<file path="config.mk">
export PLATFORM = sky130hd
export DESIGN_NAME = uart_tx
export DESIGN_NICKNAME = d
export VERILOG_FILES = /design/src/rtl/uart_tx.sv
export SDC_FILE = /design/constraint.sdc
export NUM_CORES = 1
export LEC_CHECK = 0
export ABC_AREA = 1
export CAP_MARGIN = 20
export CORE_MARGIN = 1.5
export CORE_UTILIZATION = 59
export DETAILED_ROUTE_END_ITERATION = 12
export HOLD_SLACK_MARGIN = 0.12
export PLACE_DENSITY_LB_ADDON = 0.25
export SYNTH_ARGS = -nofsm -noshare
export SYNTH_HDL_FRONTEND = slang
export SYNTH_SLANG_ARGS = --single-unit
</file>
<file path="constraint.sdc">
create_clock -name clk -period 2.5 [get_ports clk]
set_input_delay 0.625 -clock clk [delete_from_list [all_inputs] [get_ports clk]]
set_output_delay 0.625 -clock clk [all_outputs]
set_load 0.02 [all_outputs]
</file>
<file path="src/rtl/uart_tx.sv">
// -----------------------------------------------------------------------------
// uart_tx
//
// UART transmitter. It edge-detects the baud generator's square wave into a
// one-cycle bit tick and serialises each word as:
//   start (0), DATA_BITS data bits LSB first, [even parity], STOP_BITS stop (1).
// A one-word holding buffer lets the producer hand over the next word while
// the current frame is still on the line. Consecutive frames are sent with
// no idle bit between them.
//
// Parameters:
//   DATA_BITS : data bits per frame (5..9)
//   STOP_BITS : stop bits per frame (1 or 2)
//
// Compile-time option:
//   UART_TX_PARITY_EN : when defined, an even-parity bit follows the last
//                       data bit. When undefined, there is no parity state
//                       and DATA goes directly to STOP.
//
// Ports:
//   clk      : system clock, rising edge
//   rst_n    : synchronous active-low reset
//   baud_clk : baud square wave, synchronous to clk; each rising edge = 1 bit
//   tx_data  : word to send, captured on handshake
//   tx_valid : producer has a word on tx_data
//   tx_ready : holding buffer empty; handshake = tx_valid && tx_ready
//   tx       : registered serial line, idles high
//   tx_busy  : registered, high whenever the FSM is not in IDLE
// -----------------------------------------------------------------------------
module uart_tx #(
    parameter int DATA_BITS = 8,
    parameter int STOP_BITS = 1
) (
    input  logic                 clk,
    input  logic                 rst_n,
    input  logic                 baud_clk,
    input  logic [DATA_BITS-1:0] tx_data,
    input  logic                 tx_valid,
    output logic                 tx_ready,
    output logic                 tx,
    output logic                 tx_busy
);

    localparam int CNT_W = $clog2(DATA_BITS + 1);

    localparam logic [CNT_W-1:0] CNT_ZERO = CNT_W'(0);
    localparam logic [CNT_W-1:0] CNT_ONE  = CNT_W'(1);
    // Counter value while the final data bit is on the line.
    localparam logic [CNT_W-1:0] LAST_BIT = CNT_W'(DATA_BITS - 1);
    // Stop counter value during the final stop bit.
    localparam logic             STOP_LAST = (STOP_BITS == 2) ? 1'b1 : 1'b0;

    typedef enum logic [2:0] {
        ST_IDLE   = 3'd0,
        ST_START  = 3'd1,
        ST_DATA   = 3'd2,
`ifdef UART_TX_PARITY_EN
        ST_PARITY = 3'd3,
`endif
        ST_STOP   = 3'd4
    } state_t;

`ifdef UART_TX_PARITY_EN
    // Even parity: the XOR of all data bits.
    function automatic logic calc_parity(input logic [DATA_BITS-1:0] data);
        return ^data;
    endfunction
`endif

    // ---------------------------------------------------------------------
    // Declarations
    // ---------------------------------------------------------------------
    logic                 baud_q_r;
    logic                 tick_s;

    logic                 hold_full_r;
    logic [DATA_BITS-1:0] hold_data_r;
    logic                 load_s;

    state_t               state_r;
    state_t               state_nx_s;
    logic [DATA_BITS-1:0] shift_r;
    logic [DATA_BITS-1:0] shift_nx_s;
    logic [CNT_W-1:0]     bit_cnt_r;
    logic [CNT_W-1:0]     bit_cnt_nx_s;
    logic                 stop_cnt_r;
    logic                 stop_cnt_nx_s;
    logic                 tx_r;
    logic                 tx_nx_s;
    logic                 busy_r;

`ifdef UART_TX_PARITY_EN
    logic                 parity_r;
`endif

    // ---------------------------------------------------------------------
    // Baud edge detection
    // ---------------------------------------------------------------------
    // baud_q resets high so a baud_clk that is already high at reset
    // release does not produce a false tick.
    assign tick_s = baud_clk & ~baud_q_r;

    // Delay baud_clk by one cycle for rising-edge detection.
    always_ff @(posedge clk) begin
        if (!rst_n) begin
            baud_q_r <= 1'b1;
        end else begin
            baud_q_r <= baud_clk;
        end
    end

    // ---------------------------------------------------------------------
    // Holding buffer
    // ---------------------------------------------------------------------
    // A load can only happen while hold_full is set, and a handshake needs
    // it clear, so the two never happen on the same edge.
    assign tx_ready = ~hold_full_r;

    // Capture a word on handshake; release the slot when the FSM loads it.
    always_ff @(posedge clk) begin
        if (!rst_n) begin
            hold_full_r <= 1'b0;
            hold_data_r <= {DATA_BITS{1'b0}};
        end else if (load_s) begin
            hold_full_r <= 1'b0;
        end else if (tx_valid && !hold_full_r) begin
            hold_full_r <= 1'b1;
            hold_data_r <= tx_data;
        end else begin
            hold_full_r <= hold_full_r;
        end
    end

    // ---------------------------------------------------------------------
    // Frame FSM
    // ---------------------------------------------------------------------
    // Next-state and next-line-value logic. Every transition is gated by tick.
    always_comb begin
        state_nx_s    = state_r;
        shift_nx_s    = shift_r;
        bit_cnt_nx_s  = bit_cnt_r;
        stop_cnt_nx_s = stop_cnt_r;
        tx_nx_s       = tx_r;
        load_s        = 1'b0;

        case (state_r)
            ST_IDLE: begin
                tx_nx_s = 1'b1;
                if (tick_s && hold_full_r) begin
                    load_s     = 1'b1;
                    shift_nx_s = hold_data_r;
                    tx_nx_s    = 1'b0;
                    state_nx_s = ST_START;
                end else begin
                    state_nx_s = ST_IDLE;
                end
            end

            ST_START: begin
                if (tick_s) begin
                    tx_nx_s      = shift_r[0];
                    bit_cnt_nx_s = CNT_ZERO;
                    state_nx_s   = ST_DATA;
                end else begin
                    state_nx_s = ST_START;
                end
            end

            // bit_cnt holds the index of the data bit currently on the line.
            ST_DATA: begin
                if (tick_s) begin
                    if (bit_cnt_r == LAST_BIT) begin
`ifdef UART_TX_PARITY_EN
                        tx_nx_s    = parity_r;
                        state_nx_s = ST_PARITY;
`else
                        tx_nx_s       = 1'b1;
                        stop_cnt_nx_s = 1'b0;
                        state_nx_s    = ST_STOP;
`endif
                    end else begin
                        shift_nx_s   = shift_r >> 1;
                        tx_nx_s      = shift_r[1];
                        bit_cnt_nx_s = bit_cnt_r + CNT_ONE;
                        state_nx_s   = ST_DATA;
                    end
                end else begin
                    state_nx_s = ST_DATA;
                end
            end

`ifdef UART_TX_PARITY_EN
            ST_PARITY: begin
                if (tick_s) begin
                    tx_nx_s       = 1'b1;
                    stop_cnt_nx_s = 1'b0;
                    state_nx_s    = ST_STOP;
                end else begin
                    state_nx_s = ST_PARITY;
                end
            end
`endif

            // A waiting word goes straight into its start bit with no gap.
            ST_STOP: begin
                if (tick_s) begin
                    if (stop_cnt_r == STOP_LAST) begin
                        if (hold_full_r) begin
                            load_s     = 1'b1;
                            shift_nx_s = hold_data_r;
                            tx_nx_s    = 1'b0;
                            state_nx_s = ST_START;
                        end else begin
                            tx_nx_s    = 1'b1;
                            state_nx_s = ST_IDLE;
                        end
                    end else begin
                        stop_cnt_nx_s = stop_cnt_r + 1'b1;
                        tx_nx_s       = 1'b1;
                        state_nx_s    = ST_STOP;
                    end
                end else begin
                    state_nx_s = ST_STOP;
                end
            end

            default: begin
                tx_nx_s    = 1'b1;
                state_nx_s = ST_IDLE;
            end
        endcase
    end

    // FSM state, datapath and registered outputs.
    always_ff @(posedge clk) begin
        if (!rst_n) begin
            state_r    <= ST_IDLE;
            shift_r    <= {DATA_BITS{1'b0}};
            bit_cnt_r  <= CNT_ZERO;
            stop_cnt_r <= 1'b0;
            tx_r       <= 1'b1;
            busy_r     <= 1'b0;
        end else begin
            state_r    <= state_nx_s;
            shift_r    <= shift_nx_s;
            bit_cnt_r  <= bit_cnt_nx_s;
            stop_cnt_r <= stop_cnt_nx_s;
            tx_r       <= tx_nx_s;
            busy_r     <= (state_nx_s != ST_IDLE);
        end
    end

`ifdef UART_TX_PARITY_EN
    // Parity is taken from the whole word at load time, because the shift
    // register no longer holds every data bit when the parity bit is sent.
    always_ff @(posedge clk) begin
        if (!rst_n) begin
            parity_r <= 1'b0;
        end else if (load_s) begin
            parity_r <= calc_parity(hold_data_r);
        end else begin
            parity_r <= parity_r;
        end
    end
`endif

    assign tx      = tx_r;
    assign tx_busy = busy_r;

endmodule

</file>
==> metrics <==
CTS tree=done; Max-cap violations=0; Comb power frac=13.9%; CTS resizes=0; Rel. slew slack=72.28%; post-route insts no fill=244; EDFF count, synth=0; final worst-path setup slack=0.5035 ns; first-pass GRT wire length=4229 um; Final Max Slew Viols=0; Net Sw Frac=approximately 26%; CTS buffer count=3; Startpoint Class=flop; Max Fclk=between 0.5 and 0.6 GHz; Reg clk slew, reported paths=0.14 ns; footprint of the multi-input gates=679.4 um^2; DRT iter0 DRCs=25; Psw=193.1 uW; unrepaired setup endpoints after global routing=false; largest net degree at the start of global routing=17; share of layout cells above drive strength 1=approximately 8.3%; n_diodes=0; total power=755.6 uW; Final #Nets=230; drt wl/cell=about 9.7 um; Util after Layout=69.85%; register area=540.5 um^2; DIE AREA=about 2600 um^2; critical path capture point type=primary output; input/output buffers=14; status=complete, no violations; sequential fraction of the synthesis area=40.22%; Antenna Violating Nets Remaining=0; Worst Path Max Fanout=4; Filler cells=approximately 190; Hold Vio Cnt, Final=0; asr flop ratio synth=0%; Clk network pwr share=24.7%; initial antenna violation count=0; worst-margin pin slew=approximately 0.41 ns; post-place setup slack=roughly 0.5 ns; fin crit share=79.86%; P per Cell Area=493.8 nW/um^2; core area=2191 um^2; setup TNS=0 ns; CP arrival=around 1.4 ns; synth-to-layout area growth=13.87%; drt first pass iters=4; Syn Nets=~210; vias in the first global route=about 1000; CTS max path bufs=2; DR DRC count=0; Final Wtd Congestion=0.8905; FF+latch count, synth=27; minimum clock period=1.996 ns; post-synthesis area per instance=6.719 um^2; WS Path Type=reg2out; Flop pwr share=61.4%; gr usage total=about a fifth; vias post-DR=about 1200; placed cell count=240; CTS Root Cell=clkbuf_4; Warnings, synthesis=0; Clock Sinks=27; Pleak=between 0.7 and 0.8 nW; # H-tree levels=1; Synth Instances=200; Min-Delay Path Class=reg2reg; Cell variety after synth=25; # hold bufs at CTS=0; num ports=15; Die W=between 50 and 60 um; row cnt=17; Max VDD drop=0.0003645 V; Vias/cell=roughly 5; final setup fails=0; postcts setup bufs=0; Routed Wire Length=2373 um; DIE HEIGHT=approximately 51 um; Skew-Pair Late Insertion Delay=approximately 0.32 ns; Max Clock Skew=0.003194 ns; DP Wirelength=approximately 1900 um; synthesized area=1344 um^2; Int Pwr=562.5 uW; Req. time, crit path=1.88 ns; Top FF cell, synth=dfxtp_1; grt ovf=0; Starting Density=61.34%
[cell usage in the layout (no fill, tap or decap), types with 2 or more instances in the layout]
cell             synthesis  routed
o21ai_0                 14      14
nor2_1                  39      39
inv_2                    2       2
a21oi_2                  2       2
a21oi_1                  3       3
nand2_1                 53      53
clkdlybuf4s50_1          0      14
inv_1                   24      24
dfxtp_1                 27      27
nor2_4                   3       3
nand3_1                 15      15
nand3_2                  3       3
clkbuf_4                 0       3
[power groups by stage]
stage	Clock, mW	Combinational (mW)	Sequential [mW]
floorplan	0	0.0705	0.472
global placement	0	0.103	0.473
detailed placement	0	0.105	0.474
CTS	0.202	0.106	0.464
global route	0.212	0.122	0.467
finish	0.187	0.105	0.464
[worst paths after layout]
kind | startpoint | endpoint | slack (ns) | cells past startpoint
hold / removal | bit_cnt_r[2] | bit_cnt_r[2] | 0.49 | 2
setup reg to reg | bit_cnt_r[0] | shift_r[2] | 1.05 | 8
hold reg to reg | bit_cnt_r[2] | bit_cnt_r[2] | 0.49 | 2
setup / recovery | hold_full_r | tx_ready | 0.50 | 2
[state kept, by name, summed over array words and instances, names as in the netlist]
name         count
hold_data_r      8
shift_r          8
bit_cnt_r        4
state_r          3
baud_q_r         1
hold_full_r      1
tx               1
tx_busy          1
[Yosys cell counts (2+ instances only)]
| cell | number | area share (%) |
|---|---|---|
| a21oi_2 | 2 | 1.3 |
| nand3_2 | 3 | 2.2 |
| inv_2 | 2 | 0.56 |
| a21oi_1 | 3 | 1.1 |
| nand3_1 | 15 | 5.6 |
| nand2_1 | 53 | 15 |
| nor2_4 | 3 | 2.5 |
| dfxtp_1 | 27 | 40 |
| nor2_1 | 39 | 11 |
| buf_6 | 2 | 1.7 |
| o21ai_0 | 14 | 5.2 |
| inv_1 | 24 | 6.7 |
[per-layer routing]
layer | wire [um] | track usage, %
met5 | 0 | 0
met4 | 12 | 6.757
met3 | 83 | 2.679
met2 | 1089 | 33.55
met1 | 1189 | 30.00
[per-stage QoR]
stage,cell area [um^2],hold slack (ns)
2_1_floorplan,1344,0.4358
5_1_grt,1530,0.5015
4_1_cts,1530,0.4911
6_report,1530,0.4890
3_3_place_gp,1500,0.4510
3_5_place_dp,1500,0.4700
[final cells by class]
cell class	instances	share of cell area (%)
clock buffer	3	1.472
clock inverter	1	0.4906
inverter	26	6.378
multi-input combinational	144	44.40
sequential	27	35.32
tap	28	2.289
timing repair buffer	15	9.648
[kinds of logic (layout without fill, tap and decap cells)]
| kind of cell | after synthesis | after routing | share of synthesized area [%] |
|---|---|---|---|
| buffers and inverters | 29 | 45 | 9.218 |
| AO/OA/AOI/OAI | 23 | 23 | 9.684 |
| adder cells (fa/ha/maj) | 1 | 1 | 0.9309 |
| AND/OR/NAND/NOR | 119 | 119 | 39.29 |
| flip-flops | 27 | 27 | 40.22 |
| XOR/XNOR | 1 | 1 | 0.6519 |
[worst max-delay path: stages (launching register included)]
cell             delay [ns]
dfxtp_1                0.34
inv_1                  0.10
clkdlybuf4s50_1        0.61
Power figures use the tool's default switching activity.
